--- config.mk ---
export PLATFORM = sky130hd
export DESIGN_NAME = piso_tx_ctrl
export DESIGN_NICKNAME = d
export VERILOG_FILES = /design/src/rtl/piso_pkg.sv /design/src/rtl/piso_shreg.sv /design/src/rtl/piso_tx_ctrl.sv
export SDC_FILE = /design/constraint.sdc
export NUM_CORES = 1
export LEC_CHECK = 0
export CORE_AREA = 2 2 39 41
export DETAILED_ROUTE_END_ITERATION = 10
export DIE_AREA = 0 0 41 43
export SYNTH_ARGS = -nofsm -noshare
export SYNTH_HDL_FRONTEND = slang
export SYNTH_HIERARCHICAL = 1
export SYNTH_SLANG_ARGS = --single-unit
--- constraint.sdc ---
create_clock -name clk -period 1.3 [get_ports clk]
set_input_delay 0.26 -clock clk [delete_from_list [all_inputs] [get_ports clk]]
set_output_delay 0.26 -clock clk [all_outputs]
set_load 0.02 [all_outputs]
--- src/rtl/piso_pkg.sv ---
// Shared definitions for the PISO transmit controller.
//   state_t        : controller state encoding (IDLE / SHIFT)
//   bit_cnt_width  : width of the bit-position counter for a given word width
//   div_cnt_width  : width of the bit-period divider counter for a given DIV
package piso_pkg;

  typedef enum logic {
    IDLE  = 1'b0,
    SHIFT = 1'b1
  } state_t;

  // bit_cnt must hold WIDTH-1. The guard only keeps the function defined
  // for out-of-range widths, which the controller rejects at elaboration.
  function automatic int bit_cnt_width(input int width);
    return (width < 2) ? 1 : $clog2(width);
  endfunction

  // div_cnt must hold DIV-1; DIV=1 and DIV=2 still get one bit so the
  // vector never collapses to zero width.
  function automatic int div_cnt_width(input int div);
    return (div <= 2) ? 1 : $clog2(div);
  endfunction

endpackage

--- src/rtl/piso_shreg.sv ---
// WIDTH-bit parallel-in/serial-out shift register, MSB first.
// Ports:
//   clk        : system clock, rising edge
//   rst        : synchronous active-high reset, clears the register
//   load       : load load_data (has priority over shift_en)
//   shift_en   : shift left by one, zero fills the LSB
//   load_data  : parallel word to load
//   msb        : current register MSB (the bit on the serial line)
module piso_shreg #(
  parameter int WIDTH = 4
) (
  input  logic             clk,
  input  logic             rst,
  input  logic             load,
  input  logic             shift_en,
  input  logic [WIDTH-1:0] load_data,
  output logic             msb
);

  logic [WIDTH-1:0] shreg_reg;

  always_ff @(posedge clk) begin
    if (rst) begin
      shreg_reg <= '0;
    end else if (load) begin
      shreg_reg <= load_data;
    end else if (shift_en) begin
      shreg_reg <= {shreg_reg[WIDTH-2:0], 1'b0};
    end
  end

  assign msb = shreg_reg[WIDTH-1];

endmodule

--- src/rtl/piso_tx_ctrl.sv ---
// Sequencing controller for the PISO shifter: accepts a parallel word over
// a valid/ready handshake, loads it into piso_shreg and holds each bit on
// the serial line for DIV clocks, MSB first.
// Ports:
//   clk        : system clock, rising edge
//   rst        : synchronous active-high reset (priority over everything)
//   in_data    : parallel word, captured on the handshake
//   in_valid   : producer has a word
//   in_ready   : controller is idle and can accept a word
//   flush      : abort the current frame (no done pulse)
//   ser_out    : serial data, forced to 0 when ser_valid is low
//   ser_valid  : ser_out carries a frame bit
//   ser_first  : current bit is the MSB of the frame
//   done       : one-cycle pulse after a frame completes normally
// All outputs are registers or decodes of registered state only.
module piso_tx_ctrl
  import piso_pkg::*;
#(
  parameter int WIDTH = 4,
  parameter int DIV   = 1
) (
  input  logic             clk,
  input  logic             rst,
  input  logic [WIDTH-1:0] in_data,
  input  logic             in_valid,
  output logic             in_ready,
  input  logic             flush,
  output logic             ser_out,
  output logic             ser_valid,
  output logic             ser_first,
  output logic             done
);

  localparam int BIT_W = bit_cnt_width(WIDTH);
  localparam int DIV_W = div_cnt_width(DIV);
  localparam logic [BIT_W-1:0] BIT_LAST = BIT_W'(WIDTH - 1);
  localparam logic [DIV_W-1:0] DIV_LAST = DIV_W'((DIV < 1) ? 0 : DIV - 1);

  if (WIDTH < 2) begin : g_bad_width
    $error("piso_tx_ctrl: WIDTH must be at least 2");
  end
  if (DIV < 1) begin : g_bad_div
    $error("piso_tx_ctrl: DIV must be at least 1");
  end

  state_t           state_reg;
  logic [BIT_W-1:0] bit_cnt_reg;
  logic [DIV_W-1:0] div_cnt_reg;
  logic             done_reg;

  logic             in_shift;
  logic             handshake;
  logic             bit_end;
  logic             abort;
  logic             sh_load;
  logic             sh_shift;
  logic [WIDTH-1:0] sh_data;
  logic             sh_msb;

  assign in_shift  = (state_reg == SHIFT);
  // in_ready is exactly "state is IDLE", so the handshake needs only in_valid.
  assign handshake = !in_shift && in_valid;
  // Last clock of the current bit period.
  assign bit_end   = in_shift && (div_cnt_reg == '0);
  // flush matters only mid-frame; in IDLE it must not block a handshake.
  assign abort     = in_shift && flush;

  // A flush reuses the load path with an all-zero word to clear the shifter.
  assign sh_load   = handshake || abort;
  assign sh_data   = abort ? '0 : in_data;
  assign sh_shift  = bit_end && !flush && (bit_cnt_reg != '0);

  piso_shreg #(
    .WIDTH(WIDTH)
  ) u_shreg (
    .clk       (clk),
    .rst       (rst),
    .load      (sh_load),
    .shift_en  (sh_shift),
    .load_data (sh_data),
    .msb       (sh_msb)
  );

  always_ff @(posedge clk) begin
    if (rst) begin
      state_reg   <= IDLE;
      bit_cnt_reg <= '0;
      div_cnt_reg <= '0;
      done_reg    <= 1'b0;
    end else begin
      done_reg <= 1'b0;
      case (state_reg)
        IDLE: begin
          if (in_valid) begin
            state_reg   <= SHIFT;
            bit_cnt_reg <= BIT_LAST;
            div_cnt_reg <= DIV_LAST;
          end
        end
        SHIFT: begin
          if (flush) begin
            // Abort beats a normal completion on the same edge.
            state_reg   <= IDLE;
            bit_cnt_reg <= '0;
            div_cnt_reg <= '0;
          end else if (div_cnt_reg != '0) begin
            div_cnt_reg <= div_cnt_reg - 1'b1;
          end else if (bit_cnt_reg != '0) begin
            bit_cnt_reg <= bit_cnt_reg - 1'b1;
            div_cnt_reg <= DIV_LAST;
          end else begin
            state_reg <= IDLE;
            done_reg  <= 1'b1;
          end
        end
        default: begin
          state_reg <= IDLE;
        end
      endcase
    end
  end

  assign in_ready  = !in_shift;
  assign ser_valid = in_shift;
  assign ser_out   = in_shift && sh_msb;
  assign ser_first = in_shift && (bit_cnt_reg == BIT_LAST);
  assign done      = done_reg;

endmodule

==> metrics.txt <==
via count 402; Synth top area share 36.6%; violated checks negative setup slack; Ys Warns 6; Switching Fraction 27.1%; routability congestion estimate 0.690; HP Class flop to flop; Post-synth EDFFs 0; Post-route DRC 0; Psw 0.179 mW; first-pass GRT wire length 1460 microns; total grt overflow 0; Worst setup SP type flop; critical path class flop to flop; fill cell count 145; worst path required time 1.48 ns; hold endpoint done; Slew @ Worst Pin 0.322 ns; Initial Utilization 31.6%; P_leak 0.303 nW; Num CTS Buffers 3; drt total wl 912 microns; synth top area cells dfxtp_1 37%, and2_1 8.6%, mux2i_1 6.9%; Final ANT Viol Nets 0; Root Buffer clkbuf_4; share of cells above drive strength 1 38.0%; status complete, but fails checks; row cnt 14; Port Buffers 12; Synth Cell Area 438 sq um; max FFs per register 4; Reg2Reg Depth 5; Peak Freq 729 MHz; r2r startpoint ser_valid; wire per inst 10.5 microns; n_diodes 0; ys flop type dfxtp_1; hold_sp ser_valid; initial antenna violation count 0; number of max-cap violations 0; die height 43 microns; Yosys reg bits 8; H-tree level count 1; top cells by count, synth 8 x dfxtp_1, 6 x and2_1, 5 x inv_1; Post-synth ARST share 0%; Tot GR Track Use 12.6%; Cell Count, Final, Fillers Out 87; top-count cell post-synth dfxtp_1; Yosys cell types 20; clock transition at the registers of the reported paths 0.06 ns; core area 1380 sq um; Reg2Reg Setup Slack -0.07 ns; final instance area 694 sq um; dpl ws -0.287 ns; worst r2r dst u_shreg/shreg_reg[0]; Power Total 0.662 mW; unrepaired setup endpoints after global routing yes; clock sink count 8; combinational share of power 28.5%; Pwr per Cell Area 953 nW/um^2; chip width 41 microns; I/O Pins 13; Hold Path Depth 2; DR vias/cell 4.62; DR iter-0 viols 3; DP Cell Count 81; Mean Syn Cell Area 9.32 sq um; Final Hold Slack 0.532 ns; Slew headroom 78.5%; peak fanout along the critical path 8; pin count of the biggest net entering global routing 9; Final setup viols 5; placed inst area 624 sq um; part of the power in registers 42.6%; Mapped Cells 47; Layout area overhead 58.6%; clock share of power 28.9%; sequential share of the synthesized area 36.6%; post-route clock period utilization 105%; Max Slew Vio Count 0; Final Skew 0.00124 ns; Syn Nets 57; post-DP HPWL 690 microns; Util after Layout 50.2%; Final Hold Fails 0; Peak VDD IR 418 uV; post-route minimum period 1.37 ns; CTS tree done; internal power 0.482 mW; CP Capture Type flop; Initial DRT Pass Iterations 2; later-pin clock latency in the skew report 0.25 ns; nets@finish 83; setup slack after layout -0.0709 ns; worst-case clock buffer depth 2; Critical Path AT 1.55 ns; Post-Route Setup TNS -0.257 ns; vias in the first global route 381; die area 1760 sq um; Yosys top cell by area dfxtp_1
## power groups by stage
stage                     clock [mW]  sequential (mW)  combinational (mW)
final                          0.191            0.282               0.189
after global routing           0.214            0.285               0.208
after detailed placement           0            0.287               0.168
after CTS                      0.198            0.282               0.183
after global placement             0            0.287               0.166
after floorplan                    0            0.285              0.0905
## cell families (layout without fill, tap and decap cells)
kind of cell	after synthesis	after routing	synth area share [%]
and+or+nand+nor	19	19	29.1
AOI/OAI and AO/OA	9	9	14.9
DFF	8	8	36.6
buffers and inverters	6	30	6.86
muxes	3	3	6.86
adders and majority gates	2	2	5.71
## per-layer routing
metal  track usage (%)  vias up  routed length, microns
met5                 0        -                       0
met2              19.4       10                     490
li1                  -      211                       -
met1              13.6      181                     381
met3              6.28        0                      40
met4              6.00        0                       0
## worst max-delay path: stages (launching register included)
cell and delay (ns):
dfxtp_4 0.37, buf_4 0.15, nor3b_4 0.14, buf_6 0.13, or3b_1 0.38, a21oi_1 0.13
## final cells by class
cell class / count / area, sq um / area share [%]
Multi-Input combinational cell: 33 / 273 / 39.3
Timing Repair Buffer: 22 / 191 / 27.6
Sequential cell: 8 / 166 / 24.0
Clock buffer: 3 / 22.5 / 3.24
Inverter: 5 / 21.3 / 3.06
Tap cell: 16 / 20.0 / 2.88
## worst max-delay path by stage
stage	slack (ns)	endpoint	start	depth (start not counted)
4_1_cts	-0.09	u_shreg/shreg_reg[2]	bit_cnt_reg[0]	6
6_report	-0.07	u_shreg/shreg_reg[0]	ser_valid	5
3_3_place_gp	-0.26	u_shreg/shreg_reg[2]	flush	4
3_5_place_dp	-0.29	u_shreg/shreg_reg[0]	in_valid	5
5_1_grt	-0.13	bit_cnt_reg[0]	bit_cnt_reg[0]	7
2_1_floorplan	-0.003	u_shreg/shreg_reg[0]	ser_valid	5
## cells in the final DEF, fill, tap and decap left out, drive strengths merged, types with 3 or more instances in the layout
cell type | Yosys | routed
buf | 1 | 12
dfxtp | 8 | 8
clkdlybuf4s50 | 0 | 7
and2 | 6 | 6
inv | 5 | 5
clkbuf | 0 | 4
nor2b | 4 | 4
mux2i | 3 | 3
a211oi | 3 | 3
## what timing repair did
item                       CTS  global route
setup buffers                1             2
setup endpoints to repair   10             9
hold buffers                 0             0
gates resized for setup     17             9
pin swaps                    7             5
Power figures use the tool's default switching activity.
